--- config.mk ---
export PLATFORM = sky130hd
export DESIGN_NAME = regwb_queue
export DESIGN_NICKNAME = d
export VERILOG_FILES = /design/src/rtl/regwb_queue.sv
export SDC_FILE = /design/constraint.sdc
export NUM_CORES = 1
export LEC_CHECK = 0
export CAP_MARGIN = 20
export CORE_ASPECT_RATIO = 0.9
export CORE_MARGIN = 2
export CORE_UTILIZATION = 52
export CTS_CLUSTER_DIAMETER = 30
export CTS_CLUSTER_SIZE = 25
export DETAILED_ROUTE_END_ITERATION = 12
export MAX_ROUTING_LAYER = met4
export PLACE_DENSITY = 0.9
export SLEW_MARGIN = 15
export SYNTH_ARGS = -nofsm -noshare
export SYNTH_HDL_FRONTEND = slang
export SYNTH_SLANG_ARGS = --single-unit
--- constraint.sdc ---
create_clock -name clk -period 5.35 [get_ports clk]
set_input_delay 1.605 -clock clk [delete_from_list [all_inputs] [get_ports clk]]
set_output_delay 1.605 -clock clk [all_outputs]
set_load 0.05 [all_outputs]
--- src/rtl/regwb_queue.sv ---
// regwb_queue: buffered writeback stage for the TinyRISC pipeline.
// Accepts one MA->WB bundle per cycle, selects the write address and data,
// queues up to DEPTH pending register writes and drains them in program
// order to a shared register-file write port under rf_gnt.
// Optional feature macro: WB_BYPASS_EN (youngest-match bypass search over
// pending entries). Without it byp_hit/byp_data are tied to 0.
module regwb_queue #(
    parameter int DATA_W = 32,
    parameter int ADDR_W = 4,
    parameter int DEPTH  = 4
) (
    input  logic                       clk,
    input  logic                       rst,
    input  logic                       in_valid,
    output logic                       in_ready,
    input  logic [DATA_W-1:0]          alu_result,
    input  logic [DATA_W-1:0]          ld_result,
    input  logic [DATA_W-1:0]          prpc,
    input  logic                       is_ld,
    input  logic                       is_call,
    input  logic                       is_wb,
    input  logic [ADDR_W-1:0]          ra,
    input  logic [ADDR_W-1:0]          rd,
    output logic                       rf_we,
    output logic [ADDR_W-1:0]          rf_waddr,
    output logic [DATA_W-1:0]          rf_wdata,
    input  logic                       rf_gnt,
    output logic [$clog2(DEPTH+1)-1:0] occupancy,
    input  logic [ADDR_W-1:0]          byp_addr,
    output logic                       byp_hit,
    output logic [DATA_W-1:0]          byp_data
);

    localparam int PTR_W = $clog2(DEPTH);
    localparam int CNT_W = $clog2(DEPTH + 1);

    typedef struct packed {
        logic [ADDR_W-1:0] addr;
        logic [DATA_W-1:0] data;
    } entry_t;

    entry_t             mem_q [DEPTH];
    entry_t             mem_d [DEPTH];
    logic [PTR_W-1:0]   wr_ptr_q, wr_ptr_d;
    logic [PTR_W-1:0]   rd_ptr_q, rd_ptr_d;
    logic [CNT_W-1:0]   count_q,  count_d;

    entry_t             in_entry;
    entry_t             head;
    logic               push;
    logic               pop;

    // Status derives from the registered count only, so a full queue never
    // accepts in the same cycle it pops.
    assign in_ready  = (count_q != CNT_W'(DEPTH));
    assign rf_we     = (count_q != '0);
    assign occupancy = count_q;

    assign head      = mem_q[rd_ptr_q];
    assign rf_waddr  = rf_we ? head.addr : '0;
    assign rf_wdata  = rf_we ? head.data : '0;

    // Writeback select: a call writes the return PC to ra and wins over a load.
    always_comb begin
        in_entry.addr = is_call ? ra : rd;
        if (is_call) begin
            in_entry.data = prpc;
        end else if (is_ld) begin
            in_entry.data = ld_result;
        end else begin
            in_entry.data = alu_result;
        end
    end

    // Next-state for storage, pointers and count; non-writing bundles are
    // consumed without touching the queue.
    always_comb begin
        // NOTE: every output of this block gets a default first, so no path
        // leaves a variable unassigned and no latch is inferred.
        mem_d    = mem_q;
        wr_ptr_d = wr_ptr_q;
        rd_ptr_d = rd_ptr_q;
        count_d  = count_q;

        push = in_valid & in_ready & is_wb;
        pop  = rf_we & rf_gnt;

        if (push) begin
            mem_d[wr_ptr_q] = in_entry;
            wr_ptr_d        = wr_ptr_q + PTR_W'(1);
        end
        if (pop) begin
            rd_ptr_d = rd_ptr_q + PTR_W'(1);
        end

        case ({push, pop})
            2'b10:   count_d = count_q + CNT_W'(1);
            2'b01:   count_d = count_q - CNT_W'(1);
            default: count_d = count_q;
        endcase
    end

    // Control state; reset discards all pending entries and overrides any
    // grant seen in the same cycle.
    always_ff @(posedge clk) begin
        // NOTE: sequential state uses non-blocking assignments so every flop
        // samples its pre-edge value regardless of statement order.
        if (rst) begin
            wr_ptr_q <= '0;
            rd_ptr_q <= '0;
            count_q  <= '0;
        end else begin
            wr_ptr_q <= wr_ptr_d;
            rd_ptr_q <= rd_ptr_d;
            count_q  <= count_d;
        end
    end

    // Entry storage.
    always_ff @(posedge clk) begin
        // NOTE: the storage array is deliberately not reset; an entry is only
        // observed when the count marks it valid, and all outputs are gated.
        mem_q <= mem_d;
    end

`ifdef WB_BYPASS_EN
    // Search valid entries oldest to youngest so the youngest match wins;
    // an entry being popped this cycle is still visible.
    always_comb begin : byp_search
        logic [PTR_W-1:0] idx;
        idx      = '0;
        byp_hit  = 1'b0;
        byp_data = '0;
        for (int i = 0; i < DEPTH; i++) begin
            idx = rd_ptr_q + PTR_W'(i);
            if ((CNT_W'(i) < count_q) && (mem_q[idx].addr == byp_addr)) begin
                byp_hit  = 1'b1;
                byp_data = mem_q[idx].data;
            end
        end
    end
`else
    assign byp_hit  = 1'b0;
    assign byp_data = '0;

    logic unused_byp_addr;
    assign unused_byp_addr = ^byp_addr;
`endif

endmodule

==> flow_summary.json, run 1 <==
{
  "vdd_drop_max_v": 0.000310,
  "cts_max_level": 4,
  "path_class": "reg -> out",
  "drtAntennaViolNets": 0,
  "synth_commonest_cells": "edfxtp_1, mux4_2, nor2b_1",
  "arrival_ns": 2.82,
  "crit_chain": "buf_12 > mux4_2 > nor2b_1 > clkdlybuf4s50_1",
  "worstPathRequired_ns": 3.74,
  "yosysWarnings": 0,
  "synthSimpleGateAreaFrac_pct": 6.42,
  "cts_tree": "built",
  "die_x_um": 125,
  "critPathBufInv": 2,
  "rsz0062_at_grt": "no",
  "viasPerCell": 5.24,
  "outcome": "complete, no violations",
  "root_buffer": "clkbuf_16",
  "max-slew-margin-rel_pct": 29.1,
  "synth_top_family_by_area": "multiplexers",
  "rows": 39,
  "grt_max_degree": 69,
  "path_max_fanout": 24,
  "synth.distinct_cells": 29,
  "worst_pin_slew_ns": 1.06,
  "synth.most_common_cell": "edfxtp_1",
  "fin_nets": 694,
  "p_leak_uw": 0.00305,
  "skew_ns": 0.00616,
  "clkSinkCount": 151,
  "power_density_nw_per_um2": 463,
  "groute.usage.overall_pct": 20.1,
  "drt_iter0_markers": 191,
  "syn_area_per_cell_um2": 16.0,
  "netlist_instances": 426,
  "crit_slowest_cell": "clkdlybuf4s50_1",
  "drc": 0,
  "drv_slew": 0,
  "grt_overflow": 0,
  "numCtsBuffers": 17,
  "dp.cells": 718,
  "max_stage_delay_ns": 0.75,
  "grt_antenna_before_repair": 0,
  "postCtsHoldBufs": 0,
  "cp_top_family": "buffers and inverters",
  "dpl.hpwl_mm": 8.11,
  "grt_pass1_vias": 4100,
  "synth_seq_cells": 151,
  "chipHeight_um": 113,
  "clkSlewWorstSetupHoldPaths_ns": 0.06,
  "vias": 3930,
  "synth_compound_area_share_pct": 2.95,
  "ios": 189,
  "drt-total-wl_mm": 13.2,
  "firstDrtPassIters": 6,
  "wl_per_cell_um": 17.5,
  "period_needed_ns": 4.42,
  "finalHoldViolations": 0,
  "setup_viol": 0,
  "start_kind": "flop",
  "grt_first_pass_wirelength_mm": 20.7,
  "hold_class": "reg -> reg",
  "drive_gt1_share_pct": 13.3,
  "fin_crit_sh_pct": 82.7,
  "ys_top_cells_by_area": "edfxtp_1, mux4_2, mux2i_1",
  "cts.repair.resized": 0,
  "yosysTopAreaCellShare_pct": 63.4,
  "synth_xor_area_share_pct": 0.385,
  "gp_congestion": 0.698,
  "synth_flop_cell": "edfxtp_1",
  "insertedDiodeCount": 0,
  "end_kind": "output port",
  "cts_setup_buffers": 0,
  "tns_ns": 0,
  "muxShareOfSynthArea_pct": 17.5,
  "clock_path_buffers": 2,
  "dieArea_um2": 14100,
  "core_area_um2": 12700,
  "floorplan.initialDensity_pct": 53.6,
  "synth_edf_count": 144,
  "synth_top_area_cell": "edfxtp_1",
  "syn_to_final_growth_pct": 29.8,
  "syn-cell-area_um2": 6820,
  "worstSkewPairLatency_ns": 0.41,
  "io_buffer_count": 151,
  "fin_cells": 750,
  "max_clock_freq_mhz": 226,
  "drv_cap": 0,
  "synthAdderAreaFrac_pct": 1.21,
  "synthArstFlopShare_pct": 0,
  "yosysSeqAreaShare_pct": 65.4
}
==> worst paths after layout <==
path / start / end / slack (ns) / cells past startpoint
worst min register to register: wr_ptr_q[1]$_SDFFE_PP0P_ / wr_ptr_q[1]$_SDFFE_PP0P_ / 0.54 / 2
worst max register to register: occupancy[0]$_SDFFE_PP0P_ / mem_q[80]$_DFFE_PP_ / 3.18 / 3
worst max-delay path: rd_ptr_q[0]$_SDFFE_PP0P_ / rf_wdata[31] / 0.93 / 4
worst min-delay path: wr_ptr_q[1]$_SDFFE_PP0P_ / wr_ptr_q[1]$_SDFFE_PP0P_ / 0.54 / 2
==> tightest hold or removal path: cells and delay by family, from the launching register on <==
family           cells  cell delay, ns
flip-flops           1            0.34
multiplexers         1            0.06
AND/OR/NAND/NOR      1            0.09
==> power breakdown <==
part	total [µW]	internal, µW	switching, µW
Combinational	1560	608	956
Sequential	1430	1370	67.5
Clock	1100	673	426
==> cell families (layout without fill, tap and decap cells) <==
family                     after synthesis  count (layout)
muxes                                   74              74
buffers and inverters                   65             193
and+or+nand+nor                         87              87
AOI/OAI and AO/OA                       39              39
DFF                                    151             151
other                                    1              33
xor gates and xnor gates                 3               3
adders and majority gates                6               6
==> metal layers <==
layer  global-route usage, %  part of all wire, %  vias up
met3                    5.39                  5.8       16
met1                    22.5                   41     1936
met5                       -                    0        -
met4                    7.49                  1.5        0
li1                        -                    -     1830
met2                    34.8                   52      148
==> cell usage in the layout, fill, tap and decap left out, drive strengths merged, types with 3 or more instances in the layout <==
| master | n |
|---|---|
| nor2 | 7 |
| nand2 | 35 |
| mux2i | 33 |
| inv | 8 |
| clkbuf | 19 |
| o21ai | 34 |
| dfxtp | 7 |
| nor2b | 36 |
| mux2 | 5 |
| xor2 | 3 |
| a21oi | 4 |
| clkdlybuf4s50 | 149 |
| edfxtp | 144 |
| and2 | 4 |
| conb | 33 |
| ha | 5 |
| buf | 4 |
| mux4 | 36 |
| clkinv | 10 |
==> state kept, by name, summed over array words and instances, names as in the netlist <==
register / count
mem_q: 144
rd_ptr_q: 2
occupancy: 3
wr_ptr_q: 2
==> area by class of cell <==
cell class	instances	area [µm²]
well taps	164	205
clock inverters	13	113
fillers	868	3880
multi-input cells	242	2080
flip-flops and latches	151	4470
repair buffers	153	1530
inverters	8	30.0
clock buffers	19	433
==> stage by stage <==
step / util (%) / setup slack (ns) / cell area [µm²] / total power (µW) / hold WS (ns)
2_1_floorplan: - / 1.83 / 6940 / 2570 / 0.482
3_3_place_gp: 65.3 / 1.31 / 8310 / 3010 / 0.491
3_5_place_dp: 65.3 / 1.29 / 8310 / 3040 / 0.532
4_1_cts: 69.5 / 0.822 / 8860 / 4130 / 0.542
5_1_grt: 69.6 / 0.718 / 8860 / 4260 / 0.575
6_report: 69.6 / 0.926 / 8860 / 4100 / 0.537
No activity file was read; power rests on OpenSTA's default activity.
==> run 2, diff against run 1 <==
--- a/config.mk
+++ b/config.mk
@@ -8,12 +8,12 @@
 export CAP_MARGIN = 20
 export CORE_ASPECT_RATIO = 0.9
 export CORE_MARGIN = 2
-export CORE_UTILIZATION = 52
+export CORE_UTILIZATION = 48
 export CTS_CLUSTER_DIAMETER = 30
 export CTS_CLUSTER_SIZE = 25
 export DETAILED_ROUTE_END_ITERATION = 12
 export MAX_ROUTING_LAYER = met4
-export PLACE_DENSITY = 0.9
+export PLACE_DENSITY = 0.84
 export SLEW_MARGIN = 15
 export SYNTH_ARGS = -nofsm -noshare
 export SYNTH_HDL_FRONTEND = slang
==> constraint.sdc (replaced) <==
create_clock -name clk -period 4.5 [get_ports clk]
set_input_delay 1.35 -clock clk [delete_from_list [all_inputs] [get_ports clk]]
set_output_delay 1.35 -clock clk [all_outputs]
set_load 0.05 [all_outputs]
==> run 2 against run 1 <==
  * Global-route usage is 1.4 points lower
  * Design area is 0.72% higher
  * Die area is 8.0% higher
  * Worst setup slack worse by 0.46 ns
  * Core utilization is 5.6 points lower
  * Critical path type unchanged
  * Combinational power is 21% higher
  * Routed wire length is 2.4% higher
  * Clock power is 11% higher
  * Largest cell class unchanged
  * Critical path depth stayed put
==> flow_summary.json, run 2 (same netlist as run 1, synthesis figures left out) <==
{
  "outcome": "complete, no violations",
  "ff_latch_area_um2": 4470,
  "hp-start": "wr_ptr_q[1]$_SDFFE_PP0P_",
  "holdPathEnd": "wr_ptr_q[1]$_SDFFE_PP0P_",
  "rsz0062_at_grt": "no",
  "die_x_um": 130,
  "postCtsHoldBufs": 0,
  "drv_slew": 0,
  "p_sw_share_pct": 36.4,
  "numCtsBuffers": 17,
  "power_density_nw_per_um2": 537,
  "cts.repair.resized": 0,
  "drc": 0,
  "end_kind": "output port",
  "syn_to_final_growth_pct": 30.8,
  "max_stage_delay_ns": 0.72,
  "path_class": "reg -> out",
  "p_comb_share_pct": 39.5,
  "max-slew-margin-rel_pct": 29.7,
  "hold_depth": 2,
  "finalHoldViolations": 0,
  "layout_common_cells": "clkdlybuf4s50_1, edfxtp_1, mux4_2, nor2b_1, nand2_1",
  "skew_ns": 0.00579,
  "intPower_uw": 3050,
  "timing.rr.end": "mem_q[51]$_DFFE_PP_",
  "gp_congestion": 0.769,
  "groute.usage.overall_pct": 18.7,
  "dpl.hpwl_mm": 9.20,
  "grt_pass1_vias": 4055,
  "core_area_um2": 14000,
  "drv_cap": 0,
  "floorplan.initialDensity_pct": 48.9,
  "fin_nets": 702,
  "cts_setup_buffers": 0,
  "cts_tree": "built",
  "top_register": "mem_q",
  "worstSkewPairLatency_ns": 0.40,
  "p_sw_uw": 1740,
  "r2r.worst_path.cells": 4,
  "drtAntennaViolNets": 0,
  "max_clock_freq_mhz": 248,
  "clock_path_buffers": 2,
  "clkSinkCount": 151,
  "clkSlewWorstSetupHoldPaths_ns": 0.05,
  "grt_antenna_before_repair": 0,
  "cts_max_level": 4,
  "crit_chain": "buf_4 > mux4_2 > nor2b_1 > clkdlybuf4s50_1",
  "vias": 3950,
  "layout_commonest_cell": "clkdlybuf4s50_1",
  "chipHeight_um": 117,
  "drt-total-wl_mm": 13.5,
  "p_leak_uw": 0.00306,
  "path_max_fanout": 12,
  "firstDrtPassIters": 4,
  "hold_class": "reg -> reg",
  "multi_input_area_um2": 2080,
  "start_kind": "flop",
  "fillers": 1006,
  "final_core_utilization_pct": 63.9,
  "drive_gt1_share_pct": 15.0,
  "dieArea_um2": 15200,
  "rows": 41,
  "worstPathRequired_ns": 3.15,
  "reg2reg_slack_ns": 2.33,
  "pwr-share-clk_pct": 25.4,
  "drt_iter0_markers": 244,
  "arrival_ns": 2.68,
  "crit_slowest_cell": "clkdlybuf4s50_1",
  "ios": 189,
  "worst_pin_slew_ns": 1.05,
  "grt_first_pass_wirelength_mm": 20.2,
  "largest_reg_flops": 144,
  "wl_per_cell_um": 17.1,
  "io_buffer_count": 151,
  "grt_overflow": 0,
  "tns_ns": 0,
  "grt_max_degree": 40,
  "viasPerCell": 5.03,
  "pwr-share-seq_pct": 35.1,
  "root_buffer": "clkbuf_16",
  "fin_crit_sh_pct": 89.6,
  "insertedDiodeCount": 0,
  "r2r-start": "occupancy[0]$_SDFFE_PP0P_",
  "vdd_drop_max_v": 0.000308,
  "setup_viol": 0,
  "period_needed_ns": 4.03
}
run 2: stage by stage:
| stage | power, µW | instance area [µm²] | std cells | setup WS (ns) | hold slack [ns] |
|---|---|---|---|---|---|
| global route | 4980 | 8920 | 786 | 0.308 | 0.544 |
| floorplan | 3060 | 6940 | 458 | 1.23 | 0.482 |
| detailed placement | 3630 | 8410 | 755 | 0.827 | 0.509 |
| CTS | 4850 | 8920 | 786 | 0.394 | 0.521 |
| finish | 4790 | 8920 | 786 | 0.466 | 0.520 |
| global placement | 3590 | 8410 | 755 | 0.841 | 0.491 |
run 2: area by class of cell:
type / instances / area share (%)
flip-flops and latches: 151 / 50.1
multi-input cells: 242 / 23.3
repair buffers: 161 / 17.8
clock buffers: 19 / 4.85
well taps: 193 / 2.71
clock inverters: 12 / 0.926
inverters: 8 / 0.337
run 2: metal layers:
metal  global-route usage, %  share of wire, %
met4                    5.23              0.91
met5                       -                 0
met1                    21.4                40
met2                    33.4                54
met3                    4.05               5.1
run 2: worst max-delay path by stage:
stage | start | end | slack, ns
after detailed placement | rd_ptr_q[0]$_SDFFE_PP0P_ | rf_wdata[30] | 0.83
after global routing | rd_ptr_q[0]$_SDFFE_PP0P_ | rf_wdata[30] | 0.31
after floorplan | occupancy[2]$_SDFFE_PP0P_ | rf_wdata[10] | 1.23
after CTS | rd_ptr_q[0]$_SDFFE_PP0P_ | rf_wdata[30] | 0.39
after global placement | rd_ptr_q[0]$_SDFFE_PP0P_ | rf_wdata[30] | 0.84
final | rd_ptr_q[0]$_SDFFE_PP0P_ | rf_wdata[30] | 0.47
run 2: worst max-delay path: cells and delay by family, from the launching register on:
family                 cells  cell delay [ns]
muxes                      1             0.52
buffers and inverters      2             1.06
DFF                        1             0.53
and+or+nand+nor            1             0.16
run 2: power by group through the flow:
stage / combinational (µW) / sequential [µW] / clock, µW
2_1_floorplan: 1350 / 1710 / 0
3_3_place_gp: 1890 / 1710 / 0
3_5_place_dp: 1920 / 1710 / 0
4_1_cts: 1920 / 1680 / 1240
5_1_grt: 2000 / 1690 / 1290
6_report: 1890 / 1680 / 1220
==> RTL edit 1 (flow settings as in run 2) <==
Reset style: asynchronous (`rst`), changed in one clocked block.
--- a/src/rtl/regwb_queue.sv
+++ b/src/rtl/regwb_queue.sv
@@ -104,3 +104,3 @@
     // grant seen in the same cycle.
-    always_ff @(posedge clk) begin
+    always_ff @(posedge clk or posedge rst) begin
         // NOTE: sequential state uses non-blocking assignments so every flop
Check against the original RTL: differs if rst is asserted again (counterexample within 4 cycles, from zero or initial values and one cycle with rst high); with rst held inactive, the same outputs for 4 cycles.
==> RTL edit 1 against run 2 <==
Combinational power grew 39%; sequential cell count is the same; wire length grew 2.2%; first-iteration DRC count shrank 7.8%; cell area grew 1.1%; cell count shrank 1.3%; power grew 24%; synthesized area shrank 0.33%; global-route usage grew 0.64 points; worst setup slack gained 17 ps; critical endpoint is now rf_wdata[27]; largest power group unchanged.
==> RTL edit 1: results (changes against run 2) <==
metric	value	unit	change
peak supply drop	430	uV	+40%
Layout fillers	1015		+0.89%
async set-reset flop share out of synthesis	4.64	%	+4.6 points
TritonCTS buffer count	17		unchanged
top cell type's share of synthesized area	63.6	%	+0.21 points
leak pwr	0.00323	uW	+5.7%
Yosys cell types	23		-21%
first-pass GRT wire length	20400	um	+1.2%
wire per inst	17.7	um	+3.5%
placed cell areas	8410	um2	about the same
CTS H-tree lvls	4		unchanged
slowest CP cell	dfrtp_2		
Relative slew margins	27.4	%	-2.3 points
final net count	693		-1.3%
run status	finished clean		
Post-synth EDFFs	144		unchanged
pin count of the biggest net entering global routing	67		+68%
WP data arrival	2670	ps	about the same
post-synthesis sequential area ratio	66.2	%	+0.73 points
final setup fails	0		unchanged
ranking of synthesized cells by area	edfxtp_1 64%, mux4_2 12%, mux2i_1 4.9%, and2_1 3.8%, buf_4 3.6%		
mux cell area share after synthesis	17.6	%	+0.058 points
post-detail-place hpwl	8820	um	-4.1%
synth cell count leaders	144 x edfxtp_1, 41 x and2_1, 36 x mux4_2		
Starting DRT DRC Count	225		-7.8%
skew final	8.10	ps	+2.30 ps
Post-Synth XOR/XNOR Area	0.773	%	+0.39 points
Post-Synth Adder-Cell Area	1.21	%	+0.0040 points
gpl congestion	0.681		-11%
antenna diode count	0		unchanged
Clk pin slew, worst setup/hold paths	50	ps	about the same
max reg flops	144		unchanged
post-CTS resize count	0		unchanged
fraction of layout cells with a size suffix above 1	14.9	%	-0.086 points
GRT Total Usage	19.3	%	+0.64 points
compound-gate portion of the synthesized area	2.43	%	-0.52 points
CP Max Fanout	21		+9
detailed-route via count	3883		-1.7%
Worst path max stage delay	740	ps	+20 ps
[RTL edit 1: cell count changes after synthesis, moves of 2 or more]
cell,before,now
xnor2_1,0,3
and2_1,4,41
nor2_1,7,2
nor2b_1,36,0
a21oi_1,3,1
o21ai_1,21,0
dfxtp_1,7,0
nand2b_1,2,0
clkbuf_1,10,12
dfrtp_1,0,7
o21ai_0,13,32
[RTL edit 1: layer usage]
metal  wire, um  global-route usage [%]  up-vias
met3        747                    4.18       19
met5          0                       -        -
met2       7220                    33.1      142
li1           -                       -     1811
met4        218                    7.60        0
met1       5580                    22.5     1911
[RTL edit 1: stage by stage]
step	utilization, %	cells	power (uW)	worst slack [ps]
after CTS	64.7	776	6000	441
final	64.7	776	5950	483
after global routing	64.7	776	6170	382
after detailed placement	60.3	746	4510	898
after floorplan	-	445	3710	1180
after global placement	60.3	746	4470	918
[RTL edit 1: where the power goes]
part | leakage [uW] | switching, uW | internal [uW]
registers | 0.00139 | 108 | 1750
logic | 0.00154 | 1590 | 1030
clock network | 0.000300 | 499 | 971
[RTL edit 1: path summary, 6_finish.rpt]
check	slack, ps	to	startpoint	cells after the start
max	480	rf_wdata[27]	rd_ptr_q[1]	4
min	570	occupancy[0]	occupancy[0]	1
max reg2reg	2010	occupancy[2]	occupancy[2]	9
min reg2reg	570	occupancy[0]	occupancy[0]	1
max in group asynchronous	3070	rd_ptr_q[0]	rst	2
min in group asynchronous	1190	rd_ptr_q[1]	rst	2
[RTL edit 1: layout make-up]
cell class	count	area (um2)	share of cell area [%]
tap	193	241	2.68
timing repair buffer	164	1610	17.9
inverter	7	26.3	0.291
multi-input combinational	231	2030	22.5
clock buffer	19	433	4.80
sequential	151	4500	49.9
clock inverter	11	180	2.00
==> RTL edit 2 (config.mk and constraints of run 2) <==
Without the edit above. Build with the macro `WB_BYPASS_EN` defined.
--- a/src/rtl/regwb_queue.sv
+++ b/src/rtl/regwb_queue.sv
@@ -6,2 +6,4 @@
 // pending entries). Without it byp_hit/byp_data are tied to 0.
+`define WB_BYPASS_EN
+
 module regwb_queue #(
Check against the original RTL: not equivalent (a bounded check fails within 4 cycles, from zero or initial values and one cycle with rst high).
==> RTL edit 2 against run 2 <==
The flow now finishes with violations (negative setup slack); wire length rose by 96%; combinational power rose by 100%; worst setup slack got worse by 490 ps; synthesized area rose by 51%; count of clock-buffer cells in the layout fell by 2; power rose by 45%; die area rose by 49%; fmax fell by 11%; cell area rose by 57%; sequential cell count did not move; largest cell class is now multi-input combinational cells; largest power group unchanged.
==> RTL edit 2: results (changes against run 2) <==
metric	value	unit	change
run status	finished with violations		
failing checks	negative setup slack		
multi-input gates	602		+150%
fraction of layout cells with a size suffix above 1	26.8	%	+12 points
Starting DRT DRC Count	474		+94%
NonClk Buf Share	21.6	%	+3.8 points
gpl congestion	0.800		+4.1%
routed wl met2	13800	um	+92%
met3 GRT Util	3.52	%	-0.52 points
skew final	4.54	ps	-1.26 ps
WP data arrival	3170	ps	+490 ps
Yosys cell types	35		+21%
footprint of the multi-input gates	5570	um2	+170%
Syn Inst Count	833		+96%
final setup fails	2		+2
leak pwr	0.00483	uW	+58%
post-synthesis sequential area ratio	43.5	%	-22 points
Seq/total area	31.9	%	-18 points
DRT Pass-1 Iters	5		+1
peak supply drop	276	uV	-10%
Total Routed Length	26300	um	+96%
WL met1	10600	um	+94%
Layout fillers	1490		+48%
sequential cell count	151		unchanged
# clk buffers	17		-2
port bufs	188		+25%
met2 usage	39.7	%	+6.3 points
vias in the first global route	7717		+90%
async set-reset flop share out of synthesis	0	%	unchanged
worst slew pin tran	697	ps	-357 ps
Signal buffers	262		+63%
GRT Total Usage	23.5	%	+4.9 points
slowest CP cell	a211oi_2		
Startpoint Class	primary input		
routed vias/inst	5.85		+16%
Worst path max stage delay	320	ps	-400 ps
Clock-cell share	4.16	%	-1.6 points
detailed-route via count	7817		+98%
CP Max Fanout	17		+5
Inst Count DP	1279		+69%
metal3 WL	1510	um	+120%
synth cell count leaders	144 x edfxtp_1, 79 x mux4_2, 70 x nand2_1, 70 x nor2_1, 68 x mux2i_1		
met1 Usage GRT	29.1	%	+7.7 points
pin count of the biggest net entering global routing	66		+65%
final net count	1163		+66%
first-pass GRT wire length	39700	um	+96%
post-detail-place hpwl	17700	um	+92%
ranking of synthesized cells by area	edfxtp_1 42%, mux4_2 17%, mux2i_1 6.6%, a211oi_2 4.1%, mux2_1 3.5%		
final worst slack	-24.6	ps	-491 ps
nonclk inv count	6		-2
RTL edit 2: kinds of logic after synthesis:
group	count (synthesis)	synth area share, %
simple gates	222	10.3
xor+xnor	19	1.62
fa+ha+maj	8	0.975
compound gates	169	11.6
flops	151	43.5
buf+inv	80	3.83
mux	184	28.2
RTL edit 2: per-stage QoR:
step / cell area, um2 / hold WS [ps] / setup slack [ps] / setup TNS [ps]
floorplan: 10300 / 514 / 41.3 / 0
global placement: 13000 / 542 / -299 / -7590
detailed placement: 13000 / 551 / -362 / -8870
CTS: 13700 / 570 / 16.1 / 0
global route: 14000 / 605 / -99.2 / -1160
finish: 14000 / 570 / -24.6 / -38.3
RTL edit 2: repair_timing:
action | in CTS | in global routing
hold buffers | 0 | 0
cloned | 1 | 2
resized for setup | 26 | 26
hold endpoints to repair | 0 | 0
pin swaps | 12 | 10
endpoints found under the setup margin | 33 | 34
setup buffers | 13 | 11
RTL edit 2: final timing paths:
check,startpoint,end,slack [ps],cells past startpoint
worst min-delay path,wr_ptr_q[1],wr_ptr_q[1],570,2
worst min register to register,wr_ptr_q[1],wr_ptr_q[1],570,2
worst max-delay path,byp_addr[3],byp_data[2],-20,11
worst max register to register,occupancy[1],mem_q[14],1980,6
RTL edit 2: power by group through the flow:
stage / sequential, uW / combinational (uW) / clock [uW]
final: 1710 / 3860 / 1390
after global routing: 1720 / 4070 / 1460
after global placement: 1750 / 3590 / 0
after detailed placement: 1750 / 3650 / 0
after floorplan: 1720 / 2560 / 0
after CTS: 1710 / 3750 / 1420
RTL edit 2: worst max-delay path: cells and delay by family:
kind	cells	cell delay, ps
AND/OR/NAND/NOR	2	280
buffers and inverters	5	880
AO/OA/AOI/OAI	3	450
multiplexers	1	200
